$ cat src/rtl/costas_frame_ctl.sv
// Costas frame controller: hunts for a double sync, frames decoded symbols into a byte queue.
// Optional per-frame statistics counters are enabled by defining COSTAS_FRAME_STATS_EN.
module costas_frame_ctl #(
    parameter logic [7:0]  SYNC_CODE  = 8'hBC,
    parameter logic [7:0]  STOP_CODE  = 8'h3C,
    parameter int unsigned FIFO_DEPTH = 8
) (
    input  logic        clk,
    input  logic        reset,
    input  logic        pushSym,
    input  logic        symK,
    input  logic        symErr,
    input  logic [7:0]  symData,
    input  logic        stopIn,
    output logic        pushByte,
    output logic [7:0]  Byte,
    output logic        Sync,
    output logic        lastByte,
    output logic        overflow
`ifdef COSTAS_FRAME_STATS_EN
    ,
    output logic [15:0] frameCount,
    output logic [15:0] abortCount
`endif
);

    localparam int unsigned AW = $clog2(FIFO_DEPTH);
    localparam int unsigned CW = AW + 1;
    localparam logic [CW-1:0] FULL_COUNT = CW'(FIFO_DEPTH);

    typedef enum logic [1:0] {StHunt, StSync1, StFirst, StData} state_e;

    state_e      state_q, state_d;
    logic        hold_valid_q, hold_valid_d;
    logic        hold_first_q, hold_first_d;
    logic [7:0]  hold_data_q, hold_data_d;
    logic        push_req, push_last;

    logic        is_sync, is_stop;
    assign is_sync = symK && !symErr && (symData == SYNC_CODE);
    assign is_stop = symK && !symErr && (symData == STOP_CODE);

    always_comb begin
        state_d      = state_q;
        hold_valid_d = hold_valid_q;
        hold_first_d = hold_first_q;
        hold_data_d  = hold_data_q;
        push_req     = 1'b0;
        push_last    = 1'b0;
        if (pushSym) begin
            unique case (state_q)
                StHunt: begin
                    if (is_sync) state_d = StSync1;
                end
                StSync1: begin
                    state_d = is_sync ? StFirst : StHunt;
                end
                StFirst, StData: begin
                    if (!symErr && !symK) begin
                        // The previously held byte is now known not to be the last one.
                        push_req     = hold_valid_q;
                        hold_valid_d = 1'b1;
                        hold_data_d  = symData;
                        hold_first_d = (state_q == StFirst);
                        state_d      = StData;
                    end else if (is_stop) begin
                        push_req     = hold_valid_q;
                        push_last    = 1'b1;
                        hold_valid_d = 1'b0;
                        state_d      = StHunt;
                    end else begin
                        hold_valid_d = 1'b0;
                        state_d      = is_sync ? StSync1 : StHunt;
                    end
                end
                default: state_d = StHunt;
            endcase
        end
    end

    always_ff @(posedge clk or negedge reset) begin
        if (!reset) begin
            state_q      <= StHunt;
            hold_valid_q <= 1'b0;
            hold_first_q <= 1'b0;
            hold_data_q  <= 8'h00;
        end else begin
            state_q      <= state_d;
            hold_valid_q <= hold_valid_d;
            hold_first_q <= hold_first_d;
            hold_data_q  <= hold_data_d;
        end
    end

    // Output queue: entries are {first, last, data}.
    logic [9:0]    mem_q [FIFO_DEPTH];
    logic [AW-1:0] wr_ptr_q, rd_ptr_q;
    logic [CW-1:0] count_q;
    logic          pop, full, push_acc;

    assign pop      = (count_q != '0) && !stopIn;
    assign full     = (count_q == FULL_COUNT);
    assign push_acc = push_req && (!full || pop);

    always_ff @(posedge clk) begin
        if (push_acc) mem_q[wr_ptr_q] <= {hold_first_q, push_last, hold_data_q};
    end

    always_ff @(posedge clk or negedge reset) begin
        if (!reset) begin
            wr_ptr_q <= '0;
            rd_ptr_q <= '0;
            count_q  <= '0;
            overflow <= 1'b0;
        end else begin
            if (push_acc) wr_ptr_q <= wr_ptr_q + AW'(1);
            if (pop)      rd_ptr_q <= rd_ptr_q + AW'(1);
            count_q <= count_q + CW'(push_acc) - CW'(pop);
            if (push_req && !push_acc) overflow <= 1'b1;
        end
    end

    logic [9:0] head;
    assign head     = mem_q[rd_ptr_q];
    assign pushByte = (count_q != '0);
    assign Byte     = pushByte ? head[7:0] : 8'h00;
    assign lastByte = pushByte && head[8];
    assign Sync     = pushByte && head[9];

`ifdef COSTAS_FRAME_STATS_EN
    logic frame_end, frame_abort;
    assign frame_end   = push_req && push_last;
    assign frame_abort = pushSym && ((state_q == StFirst) || (state_q == StData)) &&
                         (symErr || (symK && !is_stop));

    always_ff @(posedge clk or negedge reset) begin
        if (!reset) begin
            frameCount <= 16'h0000;
            abortCount <= 16'h0000;
        end else begin
            if (frame_end && (frameCount != 16'hFFFF))   frameCount <= frameCount + 16'd1;
            if (frame_abort && (abortCount != 16'hFFFF)) abortCount <= abortCount + 16'd1;
        end
    end
`endif

endmodule

$ cat config.mk
export PLATFORM = sky130hd
export DESIGN_NAME = costas_frame_ctl
export DESIGN_NICKNAME = d
export VERILOG_FILES = /design/src/rtl/costas_frame_ctl.sv
export SDC_FILE = /design/constraint.sdc
export NUM_CORES = 1
export LEC_CHECK = 0
export CAP_MARGIN = 10
export CORE_UTILIZATION = 50
export CTS_BUF_LIST = sky130_fd_sc_hd__clkbuf_2 sky130_fd_sc_hd__clkbuf_4 sky130_fd_sc_hd__clkbuf_8
export DETAILED_ROUTE_END_ITERATION = 10
export GPL_ROUTABILITY_DRIVEN = 0
export PLACE_DENSITY_LB_ADDON = 0.1
export SLEW_MARGIN = 20
export SYNTH_ARGS = -nofsm -noshare
export SYNTH_HDL_FRONTEND = slang
export SYNTH_SLANG_ARGS = --single-unit
$ cat constraint.sdc
create_clock -name clk -period 4.3 [get_ports clk]
set_clock_uncertainty 0.1 [all_clocks]
set_input_delay 0.86 -clock clk [delete_from_list [all_inputs] [get_ports clk]]
set_output_delay 0.86 -clock clk [all_outputs]
set_load 0.02 [all_outputs]
==> metrics.txt, run 1 <==
M2 GR Usage=29.9%; Worst-Margin Slew=0.991 ns; r2r endpoint=count_q[2]; Ports=26; kind of critical path=flip-flop to output pin; most frequent cell after synthesis=edfxtp_1; worst flop-to-flop path startpoint=count_q[2]; number of remaining DRC errors=0; Clock Tree Buf Depth=2; initial antenna violation count=0; relative slew slack=between 30% and 40%; post-synth design cell area=4220 um2; Worst R2R Path Depth=10; Seq cells post-synth=roughly 100; commonest cells in the synthesized netlist=80 x edfxtp_1, 23 x dfrtp_1, 22 x nor2_1; max-slew violations=0; Die ar.=slightly below 9000 um2; max_cap viols=0; slowest cell on the critical path=mux4_2; Post-CTS Setup Inserts=0; number of flops mapped to enable cells by yosys=80; Critical Path End Type=output pin; GR Layer Usage met3=2.43%; first-pass iteration count of the detailed router=4; Yosys top cell area share=56.9%; status=finished, final reports clean; Clock Pin Slew Worst Setup and Hold Paths=~0.10 ns; CTS H-tree depth=3; Worst VDD drop=0.000265 V; Layout area overhead=15.1%; Synthesized Nets=250; Fin Setup TNS=0 ns; hpwl dp=between 4 and 5 mm; final period utilization=between 70% and 80%; via count=2,109; Fmax=just under 300 MHz; gr usage total=18.3%; Detail Route Antenna Nets=0; Synth cell types=35; gr ovfl total=0; post-synth top area cell=edfxtp_1; Routed WL per cell=around 19 um; Vias/cell=~5.6; hold crit path type=input port to async pin; slowest stage delay, CP=0.56 ns; first-pass GRT wire length=~11 mm; CTS root buffer=clkbuf_8; Worst EP arrival=2.42 ns; proportion of layout cells with a drive suffix above 1=22.2%; Synth Instances=228; CTS hold repair buffers=0; PwrDens=438 nW/um2; IO buf count=25; Total Power=roughly 2.1 mW; antenna diode count=0; Critical Path Fanout Max=22; Die Y-Extent=93.9 um; # nets final=292; CTS resizes=0; async set or reset register ratio after synthesis=22.3%; Worst Path Required=3.34 ns; RSZ-0062 raised after global routing=false; Initial DRC Count=132; Core ar.=roughly 8200 um2; Most Crowded Layer GR=met2; routing usage on met1=24.8%; routed wire length=slightly above 7 mm; Seq/Total Area, Yosys=70.5%; vias in the first global route=2,160; worst-path cell chain=buf_4 -> mux4_2 -> mux2i_1 -> nor2_1 -> clkdlybuf4s50_1; CTS Sinks=just over 100; Startpoint Class=flip-flop; TritonCTS Buffers=9; Rows=33; CTS tree=done; Final Setup Violations=0; FF-to-FF setup slack=roughly 1.8 ns; Synth area leaders=edfxtp_1 57%, dfrtp_1 14%, mux4_2 11%, mux2i_1 2.6%, ha_1 2.1%; Syn Area/Cell=18.5 um2; leak pwr=just under 2 nW; Tmin final=3.38 ns; Fin. Hold Viols=0; largest net degree at the start of global routing=24; Clock Latency Late Sink=0.35 ns; initial core utilization=~52%; Synth Warn #=0; Top FF cell, synth=edfxtp_1; Die Wd=93.9 um
## state kept, by name, indices dropped and copies added, names as in the netlist
| register | count |
|---|---|
| hold_first_q | 1 |
| mem_q | 80 |
| hold_data_q | 8 |
| rd_ptr_q | 3 |
| overflow | 1 |
| wr_ptr_q | 3 |
| state_q | 2 |
| count_q | 4 |
| hold_valid_q | 1 |
## through the flow
step / area, um2 / hold WS, ns / utilization [%] / setup slack, ns / std cells
floorplan: 4220 / 0.370 / - / 1.56 / 228
global placement: 4670 / 0.343 / 57.1 / 1.08 / 364
detailed placement: 4670 / 0.345 / 57.1 / 1.01 / 364
CTS: 4860 / 0.371 / 59.5 / 0.861 / 380
global route: 4860 / 0.401 / 59.4 / 0.751 / 380
finish: 4860 / 0.367 / 59.4 / 0.924 / 380
## worst max path at each step
| stage | startpoint | to | depth (start not counted) |
|---|---|---|---|
| detailed placement | pushSym | mem_q[3][4] | 6 |
| global placement | symData[5] | count_q[2] | 8 |
| CTS | rd_ptr_q[0] | Byte[1] | 5 |
| floorplan | symData[0] | mem_q[1][0] | 4 |
| global route | rd_ptr_q[0] | Byte[1] | 5 |
| finish | rd_ptr_q[0] | Byte[1] | 5 |
## power by group
part           switching [mW]  internal (mW)  total [mW]
Sequential             0.0495           1.10        1.15
Clock                   0.322          0.271       0.592
Combinational           0.201          0.191       0.392
## per-layer routing
metal / vias up / wire [um]
met3: 11 / 321
met2: 58 / 3540
met1: 1068 / 3180
li1: 972 / -
met5: - / 0
met4: 0 / 108
## kinds of logic (layout without fill, tap and decap cells)
logic type / count (synthesis) / count (layout) / share of synthesized area [%]
flip-flops: 103 / 103 / 70.5
AND/OR/NAND/NOR: 45 / 45 / 6.43
multiplexers: 41 / 41 / 15.9
buffers and inverters: 13 / 60 / 1.24
AO/OA/AOI/OAI: 12 / 12 / 2.04
adder cells (fa/ha/maj): 8 / 8 / 2.55
XOR/XNOR: 6 / 6 / 1.24
## cell usage in the layout, fill, tap and decap left out, drive strengths merged, types with 5 or more instances in the layout
cell type,n
clkdlybuf4s50,24
buf,14
mux2,10
inv,8
nor2,22
clkbuf,9
nand2,5
edfxtp,80
dfrtp,23
ha,7
mux2i,11
mux4,20
## area by class of cell
cell class	instances	area (um2)
fill	643	3320
clock inverter	7	70.1
clock buffer	9	124
inverter	6	22.5
sequential	103	2980
timing repair buffer	38	343
tap	105	131
multi-input combinational	112	1190
## critical path: cells and delay by family, from the launching register on
kind,cells,cell delay (ns)
buffers and inverters,2,0.91
muxes,2,0.75
DFF,1,0.33
and+or+nand+nor,1,0.06
Note: power is estimated with default switching activity, not from simulation.
==> inputs of run 2 (changes only) <==
clock period = 3.5 ns   (was 4.3 ns; I/O delays follow)
==> metrics.txt, run 2 (synthesis gave the netlist of run 1 again) <==
Worst VDD drop=0.000321 V; routed wire length=just over 7 mm; top flop regs=mem_q (80), hold_data_q (8), count_q (4); CTS H-tree depth=3; Vias/cell=5.49; commonest non-fill, non-tap cells in the layout=80 x edfxtp_1, 25 x clkdlybuf4s50_1, 23 x dfrtp_1; Startpoint Class=flip-flop; Post-CTS Setup Inserts=0; Layout area overhead=16.0%; Fin. Hold Viols=0; Detail Route Antenna Nets=0; gr usage total=19.2%; number of remaining DRC errors=0; vias in the first global route=2,173; Clock Tree Buf Depth=2; CTS hold repair buffers=0; leak pwr=1.96 nW; initial core utilization=51.6%; TritonCTS Buffers=9; Routed WL per cell=approximately 19 um; status=finished, final reports clean; CTS tree=done; Die ar.=8810 um2; Total Power=2.66 mW; max reg flops=80; RSZ-0062 raised after global routing=false; initial antenna violation count=0; worst-path cell chain=buf_12 -> mux4_2 -> mux2i_1 -> nor2_1 -> clkdlybuf4s50_1; crit path buf inv count=2; delay-heaviest family, CP=buffers and inverters; CTS Sinks=103; CTS resizes=0; first-pass GRT wire length=11.9 mm; Critical Path Fanout Max=22; Worst EP arrival=approximately 2.3 ns; Final Setup Violations=0; kind of critical path=flip-flop to output pin; Rows=33; post-placement cell count=about 370; gr ovfl total=0; hold crit path type=flip-flop to flip-flop; Worst Path Required=2.70 ns; Biggest register=mem_q; via count=2,091; Ports=26; proportion of layout cells with a drive suffix above 1=between 20% and 30%; slowest cell on the critical path=mux4_2; Critical Path End Type=output pin; Finished Layout Cells=around 380; worst flop-to-flop path startpoint=count_q[2]; first-pass iteration count of the detailed router=4; Worst-Margin Slew=about 0.74 ns; antenna diode count=0; commonest non-fill, non-tap cell in the layout=edfxtp_1; hpwl dp=roughly 4.7 mm; final period utilization=89.2%; max_cap viols=0; slowest stage delay, CP=0.53 ns; Worst Min Path Start=overflow; Tmin final=approximately 3.1 ns; final setup margin=0.378 ns; Fmax=~320 MHz; CTS root buffer=clkbuf_8; max-slew violations=0; Initial DRC Count=103; relative slew slack=between 50% and 60%; Clock Pin Slew Worst Setup and Hold Paths=0.10 ns; Clock Latency Late Sink=between 0.3 and 0.4 ns; Crit. Startpoint=rd_ptr_q[0]; fill cell total of the finished layout=slightly above 600; Die Y-Extent=93.9 um; # nets final=293; Fin Setup TNS=0 ns; Core ar.=slightly above 8000 um2; PwrDens=around 540 nW/um2; Die Wd=93.9 um; IO buf count=25; largest net degree at the start of global routing=24; dpl ws=0.373 ns
==> run 2: changes by cell type in the layout (fill, tap and decap cells not counted), sizes merged <==
cell,delta
clkinv,-3
clkinvlp,+3
clkdlybuf4s50,+1
==> run 2: report_power, final <==
part           internal, mW  switching (mW)
combinational         0.251           0.249
clock                 0.339           0.414
sequential             1.35          0.0640
==> run 2: path summary, 6_finish.rpt <==
path / end / slack [ns] / depth (start not counted)
worst max-delay path: Byte[1] / 0.38 / 5
worst min-delay path: overflow / 0.37 / 1
worst max register to register: count_q[2] / 1.03 / 10
worst min register to register: overflow / 0.37 / 1
max in group asynchronous: hold_data_q[2] / 2.47 / 2
min in group asynchronous: count_q[3] / 0.58 / 2
==> run 2: per-layer routing <==
| layer | up-vias | GRT usage, % | part of all wire [%] |
|---|---|---|---|
| met5 | - | 0 | 0 |
| met4 | 0 | 6.92 | 1.5 |
| met3 | 9 | 3.40 | 1.9 |
| met2 | 30 | 32.4 | 51 |
| met1 | 1076 | 25.1 | 46 |
| li1 | 976 | - | - |
==> run 2: stage by stage <==
step,cell area [um2],util (%),hold slack [ns]
3_5_place_dp,4690,57.4,0.345
4_1_cts,4900,59.9,0.372
3_3_place_gp,4690,57.4,0.343
2_1_floorplan,4220,-,0.304
5_1_grt,4900,59.9,0.411
6_report,4900,59.9,0.367
==> run 2: area by class of cell <==
cell class / instances / area (um2) / area share, %
multi-input cells: 112 / 1190 / 24.3
clock inverters: 7 / 81.3 / 1.66
inverters: 6 / 22.5 / 0.460
repair buffers: 39 / 368 / 7.51
clock buffers: 9 / 124 / 2.53
well taps: 105 / 131 / 2.68
flip-flops and latches: 103 / 2980 / 60.8
